File: src/rtl/oled_pkg.sv
// Shared opcodes, decoder state and geometry defaults for the OLED SPI responder.
// Optional display-state outputs are controlled by OLED_RESP_DISPSTATE_EN.
package oled_pkg;

    localparam int COLS_DEF  = 128;
    localparam int PAGES_DEF = 8;

    localparam logic [7:0] CMD_DISP_OFF  = 8'hAE;
    localparam logic [7:0] CMD_DISP_ON   = 8'hAF;
    localparam logic [7:0] CMD_CONTRAST  = 8'h81;
    localparam logic [7:0] CMD_PAGE_BASE = 8'hB0;
    localparam logic [7:0] CMD_COL_LO    = 8'h00;
    localparam logic [7:0] CMD_COL_HI    = 8'h10;

    localparam logic [7:0] ONE_ARG_OPS [9] = '{8'h20, 8'h81, 8'h8D, 8'hA8, 8'hD3,
                                               8'hD5, 8'hD9, 8'hDA, 8'hDB};
    localparam logic [7:0] TWO_ARG_OPS [2] = '{8'h21, 8'h22};

    typedef enum logic [1:0] {
        S_CMD  = 2'd0,
        S_ARG1 = 2'd1,
        S_ARG2 = 2'd2
    } dec_state_e;

    function automatic logic is_one_arg(input logic [7:0] op);
        logic hit;
        hit = 1'b0;
        for (int i = 0; i < 9; i++) begin
            if (op == ONE_ARG_OPS[i]) begin
                hit = 1'b1;
            end else begin
                hit = hit;
            end
        end
        return hit;
    endfunction

    function automatic logic is_two_arg(input logic [7:0] op);
        logic hit;
        hit = 1'b0;
        for (int i = 0; i < 2; i++) begin
            if (op == TWO_ARG_OPS[i]) begin
                hit = 1'b1;
            end else begin
                hit = hit;
            end
        end
        return hit;
    endfunction

endpackage

File: src/rtl/spi_byte_deframer.sv
// Oversampling SPI mode-0 receiver: synchronizes the bus, detects sck rises and
// assembles MSB-first bytes, tagging each with the dc level seen on its last bit.
module spi_byte_deframer #(
    parameter int SYNC_STAGES = 2
) (
    input  logic       clk,
    input  logic       reset_n,
    input  logic       sck,
    input  logic       mosi,
    input  logic       dc,
    input  logic       cs,
    output logic       rx_valid,
    output logic [7:0] rx_byte,
    output logic       rx_is_data
);

    logic [SYNC_STAGES-1:0] sck_sync_q, sck_sync_d;
    logic [SYNC_STAGES-1:0] mosi_sync_q, mosi_sync_d;
    logic [SYNC_STAGES-1:0] dc_sync_q, dc_sync_d;
    logic [SYNC_STAGES-1:0] cs_sync_q, cs_sync_d;
    logic                   sck_prev_q, cs_prev_q;
    logic [6:0]             shift_q, shift_d;
    logic [2:0]             bit_cnt_q, bit_cnt_d;
    logic                   rx_valid_q, rx_valid_d;
    logic [7:0]             rx_byte_q, rx_byte_d;
    logic                   rx_is_data_q, rx_is_data_d;

    logic sck_s, mosi_s, dc_s, cs_s, sck_rise_s, cs_window_s;

    assign sck_s  = sck_sync_q[SYNC_STAGES-1];
    assign mosi_s = mosi_sync_q[SYNC_STAGES-1];
    assign dc_s   = dc_sync_q[SYNC_STAGES-1];
    assign cs_s   = cs_sync_q[SYNC_STAGES-1];
    assign sck_rise_s = sck_s & ~sck_prev_q;
    // An edge landing on the very cycle cs rises still belongs to the frame.
    assign cs_window_s = ~cs_s | ~cs_prev_q;

    // Next-state logic for synchronizers, shifter, bit counter and byte outputs
    always_comb begin
        sck_sync_d   = {sck_sync_q[SYNC_STAGES-2:0], sck};
        mosi_sync_d  = {mosi_sync_q[SYNC_STAGES-2:0], mosi};
        dc_sync_d    = {dc_sync_q[SYNC_STAGES-2:0], dc};
        cs_sync_d    = {cs_sync_q[SYNC_STAGES-2:0], cs};
        shift_d      = shift_q;
        bit_cnt_d    = bit_cnt_q;
        rx_valid_d   = 1'b0;
        rx_byte_d    = rx_byte_q;
        rx_is_data_d = rx_is_data_q;
        if (sck_rise_s && cs_window_s) begin
            shift_d   = {shift_q[5:0], mosi_s};
            bit_cnt_d = bit_cnt_q + 3'd1;
            if (bit_cnt_q == 3'd7) begin
                rx_valid_d   = 1'b1;
                rx_byte_d    = {shift_q, mosi_s};
                rx_is_data_d = dc_s;
            end else begin
                rx_valid_d = 1'b0;
            end
        end else begin
            shift_d = shift_q;
        end
        if (cs_s) begin
            bit_cnt_d = 3'd0;
        end else begin
            bit_cnt_d = bit_cnt_d;
        end
    end

    // State registers
    always_ff @(posedge clk or negedge reset_n) begin
        if (!reset_n) begin
            sck_sync_q   <= {SYNC_STAGES{1'b0}};
            mosi_sync_q  <= {SYNC_STAGES{1'b0}};
            dc_sync_q    <= {SYNC_STAGES{1'b0}};
            cs_sync_q    <= {SYNC_STAGES{1'b1}};
            sck_prev_q   <= 1'b0;
            cs_prev_q    <= 1'b1;
            shift_q      <= 7'd0;
            bit_cnt_q    <= 3'd0;
            rx_valid_q   <= 1'b0;
            rx_byte_q    <= 8'd0;
            rx_is_data_q <= 1'b0;
        end else begin
            sck_sync_q   <= sck_sync_d;
            mosi_sync_q  <= mosi_sync_d;
            dc_sync_q    <= dc_sync_d;
            cs_sync_q    <= cs_sync_d;
            sck_prev_q   <= sck_s;
            cs_prev_q    <= cs_s;
            shift_q      <= shift_d;
            bit_cnt_q    <= bit_cnt_d;
            rx_valid_q   <= rx_valid_d;
            rx_byte_q    <= rx_byte_d;
            rx_is_data_q <= rx_is_data_d;
        end
    end

    assign rx_valid   = rx_valid_q;
    assign rx_byte    = rx_byte_q;
    assign rx_is_data = rx_is_data_q;

endmodule

File: src/rtl/oled_spi_responder.sv
// SSD1306-style SPI responder: byte deframer plus page-mode command decoder and
// framebuffer write strobes. Define OLED_RESP_DISPSTATE_EN for disp_on/contrast.
module oled_spi_responder
    import oled_pkg::*;
#(
    parameter int SYNC_STAGES = 2,
    parameter int COLS        = COLS_DEF,
    parameter int PAGES       = PAGES_DEF
) (
    input  logic        clk,
    input  logic        reset_n,
    input  logic        sck,
    input  logic        mosi,
    input  logic        dc,
    input  logic        cs,
    output logic        rx_valid,
    output logic [7:0]  rx_byte,
    output logic        rx_is_data,
    output logic        fb_we,
    output logic [9:0]  fb_addr,
    output logic [7:0]  fb_wdata,
    output logic [2:0]  cur_page,
    output logic [6:0]  cur_col,
`ifdef OLED_RESP_DISPSTATE_EN
    output logic        disp_on,
    output logic [7:0]  contrast,
`endif
    output logic [15:0] cmd_count
);

    dec_state_e  state_q, state_d;
    logic [2:0]  page_q, page_d;
    logic [6:0]  col_q, col_d;
    logic [15:0] cmd_count_q, cmd_count_d;
    logic        fb_we_q, fb_we_d;
    logic [9:0]  fb_addr_q, fb_addr_d;
    logic [7:0]  fb_wdata_q, fb_wdata_d;
`ifdef OLED_RESP_DISPSTATE_EN
    logic        disp_on_q, disp_on_d;
    logic [7:0]  contrast_q, contrast_d;
    logic        contrast_arg_q, contrast_arg_d;
`endif

    spi_byte_deframer #(.SYNC_STAGES(SYNC_STAGES)) u_deframer (
        .clk        (clk),
        .reset_n    (reset_n),
        .sck        (sck),
        .mosi       (mosi),
        .dc         (dc),
        .cs         (cs),
        .rx_valid   (rx_valid),
        .rx_byte    (rx_byte),
        .rx_is_data (rx_is_data)
    );

    // Decoder next-state, pointer updates and framebuffer strobe
    always_comb begin
        state_d     = state_q;
        page_d      = page_q;
        col_d       = col_q;
        cmd_count_d = cmd_count_q;
        fb_we_d     = 1'b0;
        fb_addr_d   = fb_addr_q;
        fb_wdata_d  = fb_wdata_q;
`ifdef OLED_RESP_DISPSTATE_EN
        disp_on_d      = disp_on_q;
        contrast_d     = contrast_q;
        contrast_arg_d = contrast_arg_q;
`endif
        if (rx_valid && rx_is_data) begin
            fb_we_d    = 1'b1;
            fb_addr_d  = {page_q, col_q};
            fb_wdata_d = rx_byte;
            if (32'(col_q) >= COLS - 1) begin
                col_d = 7'd0;
            end else begin
                col_d = col_q + 7'd1;
            end
        end else if (rx_valid) begin
            if (cmd_count_q != 16'hFFFF) begin
                cmd_count_d = cmd_count_q + 16'd1;
            end else begin
                cmd_count_d = cmd_count_q;
            end
            case (state_q)
                S_CMD: begin
                    if ((rx_byte & 8'hF8) == CMD_PAGE_BASE) begin
                        if (32'(rx_byte[2:0]) < PAGES) begin
                            page_d = rx_byte[2:0];
                        end else begin
                            page_d = page_q;
                        end
                    end else if ((rx_byte & 8'hF0) == CMD_COL_LO) begin
                        col_d = {col_q[6:4], rx_byte[3:0]};
                    end else if ((rx_byte & 8'hF8) == CMD_COL_HI) begin
                        col_d = {rx_byte[2:0], col_q[3:0]};
                    end else if (is_two_arg(rx_byte)) begin
                        state_d = S_ARG2;
                    end else if (is_one_arg(rx_byte)) begin
                        state_d = S_ARG1;
`ifdef OLED_RESP_DISPSTATE_EN
                        contrast_arg_d = (rx_byte == CMD_CONTRAST);
`endif
                    end else begin
`ifdef OLED_RESP_DISPSTATE_EN
                        if (rx_byte == CMD_DISP_ON) begin
                            disp_on_d = 1'b1;
                        end else if (rx_byte == CMD_DISP_OFF) begin
                            disp_on_d = 1'b0;
                        end else begin
                            disp_on_d = disp_on_q;
                        end
`endif
                        state_d = S_CMD;
                    end
                end
                S_ARG2: begin
                    state_d = S_ARG1;
`ifdef OLED_RESP_DISPSTATE_EN
                    contrast_arg_d = 1'b0;
`endif
                end
                S_ARG1: begin
`ifdef OLED_RESP_DISPSTATE_EN
                    if (contrast_arg_q) begin
                        contrast_d = rx_byte;
                    end else begin
                        contrast_d = contrast_q;
                    end
                    contrast_arg_d = 1'b0;
`endif
                    state_d = S_CMD;
                end
                default: begin
                    state_d = S_CMD;
                end
            endcase
        end else begin
            state_d = state_q;
        end
    end

    // Decoder and output registers
    always_ff @(posedge clk or negedge reset_n) begin
        if (!reset_n) begin
            state_q     <= S_CMD;
            page_q      <= 3'd0;
            col_q       <= 7'd0;
            cmd_count_q <= 16'd0;
            fb_we_q     <= 1'b0;
            fb_addr_q   <= 10'd0;
            fb_wdata_q  <= 8'd0;
`ifdef OLED_RESP_DISPSTATE_EN
            disp_on_q      <= 1'b0;
            contrast_q     <= 8'h7F;
            contrast_arg_q <= 1'b0;
`endif
        end else begin
            state_q     <= state_d;
            page_q      <= page_d;
            col_q       <= col_d;
            cmd_count_q <= cmd_count_d;
            fb_we_q     <= fb_we_d;
            fb_addr_q   <= fb_addr_d;
            fb_wdata_q  <= fb_wdata_d;
`ifdef OLED_RESP_DISPSTATE_EN
            disp_on_q      <= disp_on_d;
            contrast_q     <= contrast_d;
            contrast_arg_q <= contrast_arg_d;
`endif
        end
    end

    assign fb_we     = fb_we_q;
    assign fb_addr   = fb_addr_q;
    assign fb_wdata  = fb_wdata_q;
    assign cur_page  = page_q;
    assign cur_col   = col_q;
    assign cmd_count = cmd_count_q;
`ifdef OLED_RESP_DISPSTATE_EN
    assign disp_on   = disp_on_q;
    assign contrast  = contrast_q;
`endif

endmodule

File: config.mk
export PLATFORM = sky130hd
export DESIGN_NAME = oled_spi_responder
export DESIGN_NICKNAME = d
export VERILOG_FILES = /design/src/rtl/oled_pkg.sv /design/src/rtl/spi_byte_deframer.sv /design/src/rtl/oled_spi_responder.sv
export SDC_FILE = /design/constraint.sdc
export NUM_CORES = 1
export LEC_CHECK = 0
export ABC_AREA = 1
export BUFFER_PORTS_ARGS = -buffer_cell sky130_fd_sc_hd__buf_2
export CAP_MARGIN = 5
export CORE_MARGIN = 3
export CORE_UTILIZATION = 56
export CTS_CLUSTER_DIAMETER = 150
export DETAILED_ROUTE_END_ITERATION = 8
export GPL_TIMING_DRIVEN = 0
export PLACE_DENSITY_LB_ADDON = 0.15
export SETUP_SLACK_MARGIN = 0.02
export SYNTH_ARGS = -nofsm -noshare
export SYNTH_HDL_FRONTEND = slang
export SYNTH_HIERARCHICAL = 1
export SYNTH_SLANG_ARGS = --single-unit
export TNS_END_PERCENT = 30
File: constraint.sdc
create_clock -name clk -period 1.9 [get_ports clk]
set_input_delay 0.38 -clock clk [delete_from_list [all_inputs] [get_ports clk]]
set_output_delay 0.38 -clock clk [all_outputs]
set_load 0.01 [all_outputs]
==> out/qor.txt <==
status -> finished, final reports clean
cells after synthesis -> 446
Synth Register Bits -> 77
vias post-DR -> 3055
startpoint type of the worst setup path -> flip-flop
initial antenna violation count -> 0
DRT antenna net count -> 0
core area -> 6131 µm²
fmax -> 589.5 MHz
CP Max Fanout -> 10
row count -> 28
TritonCTS buffer count -> 9
Skew-Pair Late Insertion Delay -> 0.35 ns
Max Slew Vio Count -> 0
WP data required -> 2.14 ns
RSZ-0062 raised after global routing -> false
Rel. slew slack -> 68.90%
warnings from Yosys -> 6
Max Root-Sink Buffers -> 2
post-layout min period -> 1.696 ns
total power -> 3048 µW
H-tree depth -> 3
Fill cells -> 507
Iteration-0 DRC Markers -> 158
TNS Setup -> 0 ns
starting density of the core -> 60.08%
multi-input logic area -> 1540 µm²
final net count -> 529
detailed placer's ending HPWL -> 5841 µm
met3 GRT Util -> 6.528%
CTS tree -> built
met2 global-route usage -> 37.27%
Routed Wire Length -> 7842 µm
fin cells -> 599
class of the worst hold path -> input pin to flip-flop
Final Cycle Share -> 89.28%
layout cells sized above 1 -> 20.04%
Hold WS -> 0.1205 ns
Pleak -> 0.002228 µW
gr ovfl total -> 0
average size of a mapped cell -> 8.259 µm²
CTS Sinks -> 77
CP endpoint kind -> flip-flop
Placed Instances -> 582
final setup vio count -> 0
ant diodes -> 0
root buf cell -> clkbuf_8
pwr dens -> 707.4 nW/µm²
DP Worst Slack -> 0.2131 ns
final hold vios -> 0
Slew @ Worst Pin -> 0.4666 ns
first-pass GRT wire length -> 13480 µm
number of global-route vias before repair -> 2979
TritonRoute pass-1 iters -> 4
# DRC -> 0
Post-CTS Setup Inserts -> 0
Die Area -> 7587 µm²
worst vdd ir -> 0.7038 mV
Worst Path Arrival -> 1.94 ns
fin worst setup slack -> 0.2036 ns
DR vias/cell -> 5.100
Total GRT Usage -> 22.68%
Buffers on Ports -> 60
critical path start-end classification -> flip-flop to flip-flop
area delta synth->final -> 16.98%
syn nets -> 456
max_cap viols -> 0
flip-flop and latch area -> 1931 µm²
die height -> 87.11 µm
post-cts resize count -> 0
GPL Wtd Cong -> 0.9124
unique cell type count in the Yosys netlist -> 32
Final Skew -> 0.006665 ns
Avg WL per Cell -> 13.09 µm
# IOs -> 61
clock-pin slew on the worst setup and hold paths -> 0.07 ns
busiest grt layer -> met2
Cell Area, Synth -> 3684 µm²
GR Util met1 -> 29.33%
Seq/Total Area, Yosys -> 52.41%
Die Width -> 87.11 µm
pin count of the biggest net entering global routing -> 42
## metal layers
metal | wire length (µm) | vias to the layer above
met2 | 3708 | 67
met1 | 3640 | 1415
met4 | 82 | 0
li1 | - | 1565
met3 | 411 | 8
met5 | 0 | -
## where the power goes
part | switching, µW | internal (µW) | total [µW]
Clock | 586 | 639 | 1230
Combinational | 68.2 | 33.8 | 102
Sequential | 34.7 | 1690 | 1720
## cells in the mapped netlist
cell type / count / area, µm²
nand2_2: 4 / 25.02
nand3b_1: 2 / 15.01
nor3_4: 1 / 16.27
nand3_1: 25 / 125.1
nor2_1: 43 / 161.4
dfstp_2: 3 / 78.83
nor3_1: 2 / 10.01
nand2_4: 1 / 11.26
clkbuf_1: 3 / 11.26
inv_1: 35 / 131.4
buf_6: 3 / 33.78
xor2_1: 10 / 87.58
xnor2_1: 5 / 43.79
nand4_2: 1 / 12.51
nand3_2: 2 / 20.02
nand4_1: 10 / 62.56
or2_2: 1 / 6.260
o21ai_2: 3 / 26.28
nor3_2: 1 / 10.01
nor4_4: 1 / 21.27
nor2_2: 1 / 6.260
o21ai_0: 34 / 170.2
clkinv_1: 1 / 3.750
nand2_1: 162 / 608.1
ha_1: 4 / 50.05
inv_2: 1 / 3.750
o21ai_1: 2 / 10.01
inv_4: 1 / 6.260
nor2_4: 1 / 11.26
dfrtp_1: 74 / 1852
buf_4: 3 / 22.52
a21oi_1: 6 / 30.03
## placed cells by master, fill, tap and decap left out, drive strengths merged, types with 2 or more instances in the layout
cell,n
nand2,167
nor3,4
clkbuf,13
o21ai,39
ha,4
a21oi,6
xor2,10
xnor2,5
nand3b,2
nand3,27
dfrtp,74
nand4,11
nor2,45
inv,38
buf,67
clkinv,4
dfstp,3
## worst paths after layout
check	from	cells after the start	slack, ns	endpoint
max in group asynchronous	reset_n	3	0.81	u_deframer/mosi_sync_q[1]$_DFF_PN0_
max	cmd_count[0]$_DFFE_PN0P_	9	0.20	cmd_count[10]$_DFFE_PN0P_
min	cs	1	0.12	u_deframer/cs_sync_q[0]$_DFF_PN1_
min in group asynchronous	reset_n	2	0.53	cmd_count[14]$_DFFE_PN0P_
max reg2reg	cmd_count[0]$_DFFE_PN0P_	9	0.20	cmd_count[10]$_DFFE_PN0P_
min reg2reg	u_deframer/mosi_sync_q[0]$_DFF_PN0_	0	0.35	u_deframer/mosi_sync_q[1]$_DFF_PN0_
## cell type report
| cell class | instances | share of cell area, % |
|---|---|---|
| sequential | 77 | 44.80 |
| multi-input combinational | 322 | 35.74 |
| timing repair buffer | 62 | 7.724 |
| inverter | 38 | 3.368 |
| clock buffer | 10 | 3.194 |
| tap | 75 | 2.178 |
| buffer | 9 | 1.568 |
| clock inverter | 6 | 1.423 |
## flip-flops by register name (all words and copies together) (netlist names)
name / count
cmd_count: 16
cur_col: 7
cur_page: 3
fb_addr: 10
fb_wdata: 8
fb_we: 1
state_q: 2
u_deframer/bit_cnt_q: 3
u_deframer/cs_prev_q: 1
u_deframer/cs_sync_q: 2
u_deframer/dc_sync_q: 2
u_deframer/mosi_sync_q: 2
u_deframer/rx_byte: 8
u_deframer/rx_is_data: 1
u_deframer/rx_valid: 1
u_deframer/sck_prev_q: 1
u_deframer/sck_sync_q: 2
u_deframer/shift_q: 7
## worst max-delay path: stages (launching register included)
cell and delay (ns):
dfrtp_1 0.41, ha_1 0.27, nand3_2 0.14, nor3_4 0.19, nand3_2 0.11, nand2_4 0.13
inv_4 0.06, buf_6 0.14, o21ai_2 0.05, nand2_1 0.06
## metrics by stage
stage | util (%) | instance area (µm²)
3_5_place_dp | 66.88 | 4100
2_1_floorplan | - | 3684
5_1_grt | 70.29 | 4309
4_1_cts | 70.29 | 4309
6_report | 70.29 | 4309
3_3_place_gp | 66.51 | 4078
## cells by family (layout without fill, tap and decap cells)
group | count (synthesis) | count (layout) | synth area share, %
flip-flops | 77 | 77 | 52.41
buffers and inverters | 47 | 125 | 5.774
AO/OA/AOI/OAI | 45 | 45 | 6.420
AND/OR/NAND/NOR | 258 | 258 | 30.47
adder cells (fa/ha/maj) | 4 | 4 | 1.359
XOR/XNOR | 15 | 15 | 3.566
## repair_timing
action,in CTS,in global routing
endpoints found under the setup margin,0,0
hold buffers,1,0
endpoints found under the hold margin,33,0
(Power assumes the default switching activity.)
